[src/rtl/avalon_mm_pkg.sv]
// rtl/avalon_mm_pkg.sv - CSR map, default read word and FSM encodings shared by the DDR3 sample masters
package avalon_mm_pkg;

  localparam logic [2:0] CSR_BASE  = 3'd0;
  localparam logic [2:0] CSR_LEN   = 3'd1;
  localparam logic [2:0] CSR_STEP  = 3'd2;
  localparam logic [2:0] CSR_COUNT = 3'd3;
  localparam logic [2:0] CSR_START = 3'd4;
  localparam logic [2:0] CSR_DONE  = 3'd5;
  localparam logic [2:0] CSR_SRST  = 3'd6;

  localparam logic [31:0] CSR_DEFAULT = 32'hDEADBEEF;

  localparam logic [1:0] IDLE  = 2'd0;
  localparam logic [1:0] ISSUE = 2'd1;
  localparam logic [1:0] DRAIN = 2'd2;
  localparam logic [1:0] DONE  = 2'd3;

  typedef struct packed {
    logic [31:0] base;
    logic [31:0] length;
    logic [31:0] step;
  } csr_t;

endpackage

[src/rtl/read_master_if.sv]
// rtl/read_master_if.sv - Avalon-MM read bus between the sample reader and the DDR3 slave
interface read_master_if;

  logic               ddr_waitrequest;
  logic [31:0]        ddr_addr;
  logic               ddr_read;
  logic signed [15:0] ddr_readdata;
  logic               ddr_readdatavalid;

  modport master (
    input  ddr_waitrequest, ddr_readdata, ddr_readdatavalid,
    output ddr_addr, ddr_read
  );

  modport slave (
    output ddr_waitrequest, ddr_readdata, ddr_readdatavalid,
    input  ddr_addr, ddr_read
  );

endinterface

[src/rtl/sync_fifo.sv]
// rtl/sync_fifo.sv - show-ahead synchronous FIFO with clear and occupancy count
module sync_fifo #(
  parameter int WIDTH = 16,
  parameter int DEPTH = 16
) (
  input  logic                     clk,
  input  logic                     rst,
  input  logic                     clr,
  input  logic                     push,
  input  logic [WIDTH-1:0]         wdata,
  input  logic                     pop,
  output logic [WIDTH-1:0]         rdata,
  output logic                     empty,
  output logic [$clog2(DEPTH):0]   count
);

  localparam int AW = $clog2(DEPTH);
  localparam int CW = AW + 1;
  localparam logic [AW:0] FULL_CNT = (AW+1)'(DEPTH);

  logic [WIDTH-1:0] mem [DEPTH];
  logic [AW-1:0]    wptr;
  logic [AW-1:0]    rptr;
  logic             full;
  logic             wr;
  logic             rd;

  assign empty = (count == '0);
  assign full  = (count == FULL_CNT);
  // A simultaneous pop frees the slot on full; a simultaneous push feeds the pop on empty.
  assign wr    = push && (!full || pop);
  assign rd    = pop && (!empty || push);
  assign rdata = empty ? '0 : mem[rptr];

  always_ff @(posedge clk) begin
    if (rst || clr) begin
      wptr  <= '0;
      rptr  <= '0;
      count <= '0;
    end else begin
      if (wr) wptr <= wptr + AW'(1);
      if (rd) rptr <= rptr + AW'(1);
      count <= count + CW'(wr) - CW'(rd);
    end
  end

  always_ff @(posedge clk) begin
    if (wr) mem[wptr] <= wdata;
  end

  always_ff @(posedge clk) begin
    if (!rst && !clr) assert (!(push && full && !pop));
  end

endmodule

[src/rtl/read_master.sv]
// rtl/read_master.sv - CSR-programmed DDR3 sample reader with credit-limited FIFO; READ_MASTER_LOOP_EN enables continuous playback
module read_master
  import avalon_mm_pkg::*;
#(
  parameter int DEPTH = 16
) (
  input  logic               clk,
  input  logic               rst,
  read_master_if.master      ddr,
  input  logic [31:0]        writedata,
  output logic [31:0]        readdata,
  input  logic [2:0]         addr,
  input  logic               read,
  input  logic               write,
  output logic signed [15:0] d_out,
  output logic               v,
  input  logic               rdy
);

  localparam int CW = $clog2(DEPTH) + 1;
  localparam logic [CW:0] LIMIT = (CW+1)'(DEPTH);

  csr_t          csr;
  logic [1:0]    state;
  logic [1:0]    state_n;
  logic [31:0]   issue_addr;
  logic [31:0]   issue_cnt;
  logic [31:0]   cnt_n;
  logic [31:0]   delivered;
  logic [31:0]   csr_rd;
  logic          done;
  logic          flush;
  logic          ddr_read_q;
  logic          read_n;
  logic [CW-1:0] outstanding;
  logic [CW-1:0] out_n;
  logic [CW-1:0] fifo_count;
  logic [CW-1:0] fifo_n;
  logic [CW:0]   credit_sum;
  logic [15:0]   fifo_rdata;
  logic          fifo_empty;
  logic          start;
  logic          srst;
  logic          go;
  logic          wrap;
  logic          relatch;
  logic          accept;
  logic          push;
  logic          pop;

  assign start   = write && (addr == CSR_START);
  assign srst    = write && (addr == CSR_SRST);
  assign go      = start && (outstanding == '0) && ((state == IDLE) || (state == DONE));
`ifdef READ_MASTER_LOOP_EN
  assign wrap    = (state == DRAIN) && (delivered == csr.length);
`else
  assign wrap    = 1'b0;
`endif
  assign relatch = go || wrap;
  assign accept  = ddr_read_q && !ddr.ddr_waitrequest;
  // Beats from a run killed by soft reset are still counted but never buffered.
  assign push    = ddr.ddr_readdatavalid && !flush;
  assign pop     = v && rdy;

  assign out_n      = outstanding + CW'(accept) - CW'(ddr.ddr_readdatavalid);
  assign fifo_n     = fifo_count + CW'(push) - CW'(pop);
  assign credit_sum = {1'b0, out_n} + {1'b0, fifo_n};
  assign cnt_n      = relatch ? 32'd0 : issue_cnt + 32'(accept);

  assign ddr.ddr_addr = issue_addr;
  assign ddr.ddr_read = ddr_read_q;
  assign v            = !fifo_empty;
  assign d_out        = fifo_rdata;

  always_comb begin
    state_n = state;
    case (state)
      IDLE:    if (go) state_n = ISSUE;
      ISSUE:   if (issue_cnt == csr.length) state_n = DRAIN;
      DRAIN: begin
        if (wrap) state_n = ISSUE;
        else if (delivered == csr.length) state_n = DONE;
      end
      DONE:    if (go) state_n = ISSUE;
      default: state_n = IDLE;
    endcase
  end

  // The request is decided one cycle ahead from next-cycle counts so it can be registered.
  assign read_n = (ddr_read_q && ddr.ddr_waitrequest) ||
                  ((state_n == ISSUE) && (cnt_n < csr.length) && (credit_sum < LIMIT));

  always_comb begin
    case (addr)
      CSR_BASE:  csr_rd = csr.base;
      CSR_LEN:   csr_rd = csr.length;
      CSR_STEP:  csr_rd = csr.step;
      CSR_COUNT: csr_rd = delivered;
      CSR_DONE:  csr_rd = {31'b0, done};
      default:   csr_rd = CSR_DEFAULT;
    endcase
  end

  always_ff @(posedge clk) begin
    if (rst || srst) begin
      csr        <= '{base: 32'd0, length: 32'd0, step: 32'd1};
      state      <= IDLE;
      issue_addr <= 32'd0;
      issue_cnt  <= 32'd0;
      delivered  <= 32'd0;
      done       <= 1'b0;
      ddr_read_q <= 1'b0;
      readdata   <= 32'd0;
    end else begin
      state      <= state_n;
      ddr_read_q <= read_n;
      if (write) begin
        case (addr)
          CSR_BASE: csr.base   <= writedata;
          CSR_LEN:  csr.length <= writedata;
          CSR_STEP: csr.step   <= writedata;
          default: ;
        endcase
      end
      if (relatch) begin
        issue_addr <= csr.base;
        issue_cnt  <= 32'd0;
        delivered  <= 32'd0;
        done       <= 1'b0;
      end else begin
        if (accept) begin
          issue_addr <= issue_addr + csr.step;
          issue_cnt  <= cnt_n;
        end
        if (pop) delivered <= delivered + 32'd1;
      end
      if ((state == DRAIN) && (state_n == DONE)) done <= 1'b1;
      if (read) readdata <= csr_rd;
    end
  end

  // Outstanding survives soft reset so late beats can be recognised and discarded.
  always_ff @(posedge clk) begin
    if (rst) begin
      outstanding <= '0;
      flush       <= 1'b0;
    end else begin
      outstanding <= out_n;
      flush       <= (srst || flush) && (out_n != '0);
    end
  end

  sync_fifo #(
    .WIDTH (16),
    .DEPTH (DEPTH)
  ) u_fifo (
    .clk   (clk),
    .rst   (rst),
    .clr   (srst),
    .push  (push),
    .wdata (ddr.ddr_readdata),
    .pop   (pop),
    .rdata (fifo_rdata),
    .empty (fifo_empty),
    .count (fifo_count)
  );

endmodule

[src/flat_wrapper.sv]
// flat-port wrapper written by rule: the top's interface ports become plain ports
module read_master_flat import avalon_mm_pkg::*;
#(
  parameter int DEPTH = 16
)
  (clk, rst, writedata, readdata, addr, read, write, d_out, v, rdy, ddr_ddr_waitrequest, ddr_ddr_readdata, ddr_ddr_readdatavalid, ddr_ddr_addr, ddr_ddr_read);
  read_master_if ddr_i ();
  input  logic clk;
  input  logic rst;
  input  logic [31:0] writedata;
  output logic [31:0] readdata;
  input  logic [2:0] addr;
  input  logic read;
  input  logic write;
  output logic signed [15:0] d_out;
  output logic v;
  input  logic rdy;
  input wire logic [$bits(ddr_i.ddr_waitrequest)-1:0] ddr_ddr_waitrequest;
  input wire logic [$bits(ddr_i.ddr_readdata)-1:0] ddr_ddr_readdata;
  input wire logic [$bits(ddr_i.ddr_readdatavalid)-1:0] ddr_ddr_readdatavalid;
  output wire logic [$bits(ddr_i.ddr_addr)-1:0] ddr_ddr_addr;
  output wire logic [$bits(ddr_i.ddr_read)-1:0] ddr_ddr_read;
  assign ddr_i.ddr_waitrequest = ddr_ddr_waitrequest;
  assign ddr_i.ddr_readdata = ddr_ddr_readdata;
  assign ddr_i.ddr_readdatavalid = ddr_ddr_readdatavalid;
  assign ddr_ddr_addr = ddr_i.ddr_addr;
  assign ddr_ddr_read = ddr_i.ddr_read;
  read_master #(.DEPTH(DEPTH)) u_core (.clk(clk), .rst(rst), .ddr(ddr_i), .writedata(writedata), .readdata(readdata), .addr(addr), .read(read), .write(write), .d_out(d_out), .v(v), .rdy(rdy));
endmodule
[config.mk]
export PLATFORM = sky130hd
export DESIGN_NAME = read_master_flat
export DESIGN_NICKNAME = d
export VERILOG_FILES = /design/src/rtl/avalon_mm_pkg.sv /design/src/rtl/read_master_if.sv /design/src/rtl/sync_fifo.sv /design/src/rtl/read_master.sv /design/src/flat_wrapper.sv
export SDC_FILE = /design/constraint.sdc
export NUM_CORES = 1
export LEC_CHECK = 0
export CORE_ASPECT_RATIO = 1.1
export CORE_MARGIN = 1
export CORE_UTILIZATION = 30
export CTS_CLUSTER_SIZE = 28
export DETAILED_ROUTE_END_ITERATION = 7
export HOLD_SLACK_MARGIN = 0.1
export MAX_ROUTING_LAYER = met4
export PLACE_DENSITY = 0.43
export SYNTH_ARGS = -nofsm -noshare
export SYNTH_HDL_FRONTEND = slang
export SYNTH_SLANG_ARGS = --single-unit
[constraint.sdc]
create_clock -name clk -period 16.78 [get_ports clk]
set_input_delay 3.356 -clock clk [delete_from_list [all_inputs] [get_ports clk]]
set_output_delay 3.356 -clock clk [all_outputs]
set_load 0.01 [all_outputs]
Word level (Yosys, flattened, before mapping)
Memories as Yosys holds them, arrays and structs flattened. A register that Yosys moved wholly into a read port is not among the register bits. Cells that the tools add are included.

Flip-flop bits (word level): 247. Bits in latches: 0. Bits in writable memories: 256. Memory bits (read-only): 0. Memories: 1.

Memories: u_core.u_fifo.mem (depth 16, bits a word 16, read ports 1, clocked after Yosys merged registers in 1, write ports 1, line sync_fifo.sv:21) `logic [WIDTH-1:0] mem [DEPTH];`.

Add/subtract/negate cells: 12. Multipliers: 0. Div/mod/pow operators: 0. Magnitude comparators: 2. Equal/unequal tests: 14. Shifts and indexed selects: 0. Multiplexer cells: 15. Bitwise operators: 0. Reductions and logical operators: 36.

Operators by type and width (count): $pmux W32 S5 (1); $mux W32 (3); $eq A32 B32 Y1 (2); $add A32 B1 Y32 (1); $add A32 B1 Y32 const B (1); $add A32 B32 Y32 (1); $lt A32 B32 Y1 (1); $mux W16 (1); $add A5 B1 Y5 (3); $sub A5 B1 Y5 (3); $logic_and A1 B1 Y1 (14); $logic_not A5 Y1 (2); $eq A3 B3 Y1 const B (3); $add A4 B1 Y4 const B (2); $mux W4 (2); $add A5 B5 Y6 (1); $eq A2 B2 Y1 const B (3); $eq A3 B2 Y1 const B (2); $logic_or A1 B1 Y1 (6); $lt A6 B5 Y1 const B (1); $mux W2 (3); $pmux W2 S3 (1); $reduce_and A2 Y1 (3); $eq A5 B5 Y1 const B (1); other kinds (9) (18).

Longest topological paths before layout
Word-level depth: 10. Mapped depth: 25. Gate-level depth less buffers: 22.

Hierarchy
From an unflattened synthesis, not the netlist that was laid out.

Cells, all modules: 2265. Area, all modules: 24275.8 µm².

Modules (own cells, without submodules): read_master (instances 1, cells each 1730, area each 13392.8 µm², seq. area each 4684.5 µm²); sync_fifo (instances 1, cells each 535, area each 10882.9 µm², seq. area each 8027.7 µm²).

Worst setup path after synthesis
OpenSTA, ideal clock, no wires.

Path type: input -> register. Start: in ddr_ddr_waitrequest. End: reg u_core.ddr_read_q (netlist: u_core.ddr.ddr_read). Library setup time: 124 ps. Data arrival time: 7560 ps. Path slack: 9096 ps. Stages: 24. Buffers on the path: 3. Cell sequence: nand2b_1 > clkbuf_1 > clkinv_1 > clkbuf_1 > clkbuf_1 > ha_1 > ha_1 > nand2_1 > nor3_1 > and3_1 > nand3_1 > nor2_1 > nand3_1 > xor2_1 > nor2_1 > ha_1 > nand3_1 > nor2_1 > nand3_1 > nor3_1 > nand3_1 > or2_2 > o2111ai_1 > o21ai_0.

Word-level cells in the longest chain between the ends: 8. Elaborated cells between the ends (all ways): 13. Those cells by class: add/sub: 4; order compare: 2; mux: 1; reduce/logical: 6.

Ends and longest elaborated chain: start: declaration (line flat_wrapper.sv:18) `input wire logic [$bits(ddr_i.ddr_waitrequest)-1:0] ddr_ddr_waitrequest;`; $logic_not A1 Y1 (line read_master.sv:60) `assign accept = ddr_read_q && !ddr.ddr_waitrequest;`; $logic_and A1 B1 Y1 (line read_master.sv:60); named net u_core.accept (line read_master.sv:47) `logic accept;`; $add A32 B1 Y32 (line read_master.sv:68) `assign cnt_n = relatch ? 32'd0 : issue_cnt + 32'(accept);`; $mux W32 (line read_master.sv:68); named net u_core.cnt_n[30] (line read_master.sv:28) `logic [31:0] cnt_n;`; $lt A32 B32 Y1 (line read_master.sv:91) `((state_n == ISSUE) && (cnt_n < csr.length) && (credit_sum < LIMIT));`; $logic_and A1 B1 Y1 (2 in a row) (line read_master.sv:91); $logic_or A1 B1 Y1 (line read_master.sv:90) `assign read_n = (ddr_read_q && ddr.ddr_waitrequest) ||`; end signal: assignment (line read_master.sv:116) `ddr_read_q <= read_n;`; end: declaration (line read_master.sv:33) `logic ddr_read_q;`.

The timed path passes the listed nets, and every way through them passes these cells. A chain may end at the register's enable or synchronous reset.

Final worst setup path
Start: in ddr_ddr_waitrequest. End: reg u_core.ddr_read_q (netlist: u_core.ddr.ddr_read).

Word-level cells in the longest chain between the ends: 8. Elaborated cells between the ends (all ways): 13. Those cells by class: add/sub: 4; order compare: 2; mux: 1; reduce/logical: 6.

Ends and longest elaborated chain (line): $logic_not A1 Y1 (read_master.sv:60); $logic_and A1 B1 Y1 (read_master.sv:60); $add A32 B1 Y32 (read_master.sv:68); $mux W32 (read_master.sv:68); named net u_core.cnt_n[30] (read_master.sv:28); $lt A32 B32 Y1 (read_master.sv:91); $logic_and A1 B1 Y1 (2 in a row) (read_master.sv:91); $logic_or A1 B1 Y1 (read_master.sv:90).

The timed path passes the listed nets, and every way through them passes these cells.

==> reports/results.txt <==
port bufs: 139
CTS Buffer Depth: 3
final worst-path cycle share: 45.7%
Initial DRT Pass Iterations: 7
#FFs+latches synth: 507
Routed met1 length: 33000 um
Mapped Cells: 2186
Post-Synthesis Mean Instance Area: 10.9 um2
drt total wl: 75000 um
Initial DRC Count: 1224
LEAKAGE: 9.82 nW
Worst Hold Endpoint: u_core.csr[84]
Setup violations, final: 0
GP Congestion: 0.845
crit path DAT: 8.18 ns
CORE AREA: 0.0788 mm2
Worst R2R End: u_core.ddr.ddr_read
Sw Ratio: 27.6%
Global Route Usage Sum: 19.1%
Clk pwr share: 40.2%
site row count: 108
DR top layer: met4
vias in the first global route: 17400
Clock Sinks: 507
DRC Markers: 1
register area: 0.0127 mm2
Top FF cell, synth: edfxtp_1
Setup Crit Path Kind: input pin to register
CP endpoint kind: register
fraction of layout cells with a size suffix above 1: 11.3%
Die Ht: 298 um
Fin. Hold Viols: 0
Least-Margin Pin Slew: 1.03 ns
die area: 0.0805 mm2
largest net degree at the start of global routing: 79
post-synth top area share: 32.3%
FF-to-FF path depth: 21
Design Power: 3.41 mW
met3 routed wirelength: 3050 um
Post-CTS Resized: 0
Worst EP required: 17.29 ns
status: finished, violations left
EDFF count, synth: 256
Synth cell types: 78
fmax: 130 MHz
Fin Clk Skew: 0.0745 ns
initial antenna violation count: 1
VDD IR max: 90.6 uV
violated checks: design-rule violations
Switch Pwr: 0.942 mW
Post-Syn Area: 0.0238 mm2
fillers: 7800
Seq pwr share: 41.0%
Synth area leaders: edfxtp_1 (32%), dfxtp_1 (21%), mux4_2 (7.6%), nand2_1 (5.1%), ha_1 (4.8%)
Hold Path Stages: 2
maxcap violations: 0
total CTS buffers: 57
first-pass GRT wire length: 113000 um
final net count: 2449
syn_nets: 2339
CTS tree: done
Worst R2R Setup Slack: 11.89 ns
startpoint types: input pin
CTS Hold Bufs: 0
clock transition at the registers of the reported paths: 0.06 ns
largest area contributor in the netlist: edfxtp_1
WL met2: 36600 um
H-tree depth: 2
Final ANT Viol Nets: 0
gr ovfl total: 0
CTS root buf: clkbuf_16
asr flop ratio synth: 0%
setup TNS: 0 ns
area taken by multi-input logic gates: 0.0105 mm2
RR Startpoint: u_core.ddr.ddr_read
Area Overhead vs Synth: 19.6%
Tmin final: 7.67 ns
fin. max-slew vios: 0
synth warn: 0
CP Max Fanout: 17
Clock Latency Late Sink: 0.65 ns
starting density of the core: 30.2%
Via Count: 17100
P_int: 2.47 mW
I/O pin count: 140
headroom to the max-slew limit: 31.1%
Comb power frac: 18.8%
register area share after synthesis: 53.4%
post-CTS setup buffers: 0
HP Start: u_core.csr[84]
RSZ-0062 raised after global routing: false
chip width: 271 um
power per cell area: 120 mW/mm2
Vias/cell: 5.05
HPWL Detailed: 49900 um
HP Class: register to register
wire length per cell: 22.1 um
==> layout make-up <==
cell class / instances / area share, %
repair buffers: 173 / 5.78
clock buffers: 65 / 5.33
inverters: 70 / 0.922
well taps: 1045 / 4.59
multi-input cells: 1487 / 36.8
diodes: 1 / 0.00878
clock inverters: 42 / 1.98
flip-flops and latches: 507 / 44.6
==> per-stage QoR <==
step	util, %	instance area (um2)	cells	hold WS, ns	setup slack [ns]
after floorplan	-	23800	2186	0.442	9.10
after global placement	33.5	26400	3282	0.458	8.58
after detailed placement	33.5	26400	3282	0.467	8.53
after CTS	36.2	28500	3389	0.476	9.20
after global routing	36.2	28500	3390	0.504	8.78
final	36.2	28500	3390	0.480	9.11
==> worst max-delay path by stage <==
stage / start / end / slack, ns / depth (start not counted)
2_1_floorplan: ddr_ddr_waitrequest / u_core.ddr.ddr_read / 9.10 / 24
3_3_place_gp: ddr_ddr_waitrequest / u_core.ddr.ddr_read / 8.58 / 22
3_5_place_dp: ddr_ddr_waitrequest / u_core.ddr.ddr_read / 8.53 / 22
4_1_cts: ddr_ddr_waitrequest / u_core.ddr.ddr_read / 9.20 / 22
5_1_grt: ddr_ddr_waitrequest / u_core.ddr.ddr_read / 8.78 / 22
6_report: ddr_ddr_waitrequest / u_core.ddr.ddr_read / 9.11 / 22
==> cells by family after synthesis <==
| logic type | count (synthesis) | share of synthesized area (%) |
|---|---|---|
| AOI/OAI and AO/OA | 461 | 11.7 |
| xor gates and xnor gates | 169 | 6.21 |
| adders and majority gates | 95 | 5.12 |
| buffers and inverters | 192 | 3.11 |
| DFF | 507 | 53.4 |
| muxes | 85 | 7.79 |
| and+or+nand+nor | 677 | 12.7 |
==> per-layer routing <==
| layer | global-route usage (%) | vias to the layer above |
|---|---|---|
| met5 | - | - |
| met4 | 6.00 | 0 |
| met2 | 31.6 | 407 |
| li1 | - | 8129 |
| met3 | 2.87 | 94 |
| met1 | 23.8 | 8485 |
==> power groups by stage <==
stage | clock (mW) | sequential (mW) | combinational, mW
finish | 1.37 | 1.40 | 0.642
global route | 1.46 | 1.40 | 0.711
CTS | 1.41 | 1.40 | 0.660
detailed placement | 0 | 1.42 | 0.656
global placement | 0 | 1.42 | 0.653
floorplan | 0 | 1.39 | 0.429
==> sequential cells by signal, indices dropped and copies added (netlist names), named ones only <==
register and count:
u_core.done 1, u_core.outstanding 5, u_core.u_fifo.rptr 4, u_core.u_fifo.count 5
u_core.u_fifo.wptr 4, u_core.ddr.ddr_read 1, u_core.csr 96, u_core.ddr.ddr_addr 32
u_core.state 2, u_core.issue_cnt 32, u_core.readdata 32, u_core.u_fifo.mem 256
u_core.flush 1, u_core.delivered 32
==> synthesized netlist by cell type (5+ instances only) <==
master / number
a22oi_1: 41
and3_1: 16
buf_1: 14
or3_1: 9
a211oi_1: 9
dfxtp_1: 251
nand2b_1: 9
o21a_1: 5
and4_1: 7
o211ai_1: 15
nor2_1: 160
ha_1: 91
nor4_1: 11
mux4_2: 80
a21o_1: 16
o21ai_0: 71
o211a_1: 5
nor3_1: 22
a31oi_1: 8
edfxtp_1: 256
a221oi_1: 23
and2_1: 24
xnor2_1: 67
nand4_1: 28
nand3_1: 36
a21oi_1: 223
nor2b_1: 11
buf_2: 13
nand2_1: 326
inv_1: 69
clkbuf_1: 94
xor2_1: 102
==> critical path, stage by stage <==
cell             delay [ns]
clkdlybuf4s50_1        0.42
nand2b_2               0.37
inv_2                  0.13
ha_1                   0.24
ha_1                   0.26
nand2_1                0.11
nor3_1                 0.41
and3_1                 0.30
nand3_1                0.17
nor2_1                 0.31
nand3_1                0.13
xor2_1                 0.15
nor2_1                 0.06
ha_1                   0.32
nand3_1                0.12
nor2_1                 0.17
nand3_1                0.12
nor3_1                 0.28
nand3_1                0.15
or2_2                  0.31
o2111ai_1              0.18
o21ai_0                0.11
==> layout by cell type (no fill, tap or decap), types with 16 or more instances in the layout <==
master / Yosys / final
clkdlybuf4s50_1: 0 / 139
xnor2_1: 67 / 67
nand2_1: 326 / 323
a21oi_1: 223 / 223
nand3_1: 36 / 36
a221oi_1: 23 / 23
inv_1: 69 / 69
and3_1: 16 / 16
dfxtp_1: 251 / 249
nor3_1: 22 / 16
ha_1: 91 / 91
mux4_2: 80 / 80
clkbuf_16: 0 / 58
a22oi_1: 41 / 41
and2_1: 24 / 24
xor2_1: 102 / 102
nand4_1: 28 / 28
nor2_1: 160 / 146
clkinv_2: 0 / 19
buf_4: 1 / 34
o21ai_0: 71 / 71
edfxtp_1: 256 / 256
a21o_1: 16 / 16
No activity file was read; power rests on OpenSTA's default activity.
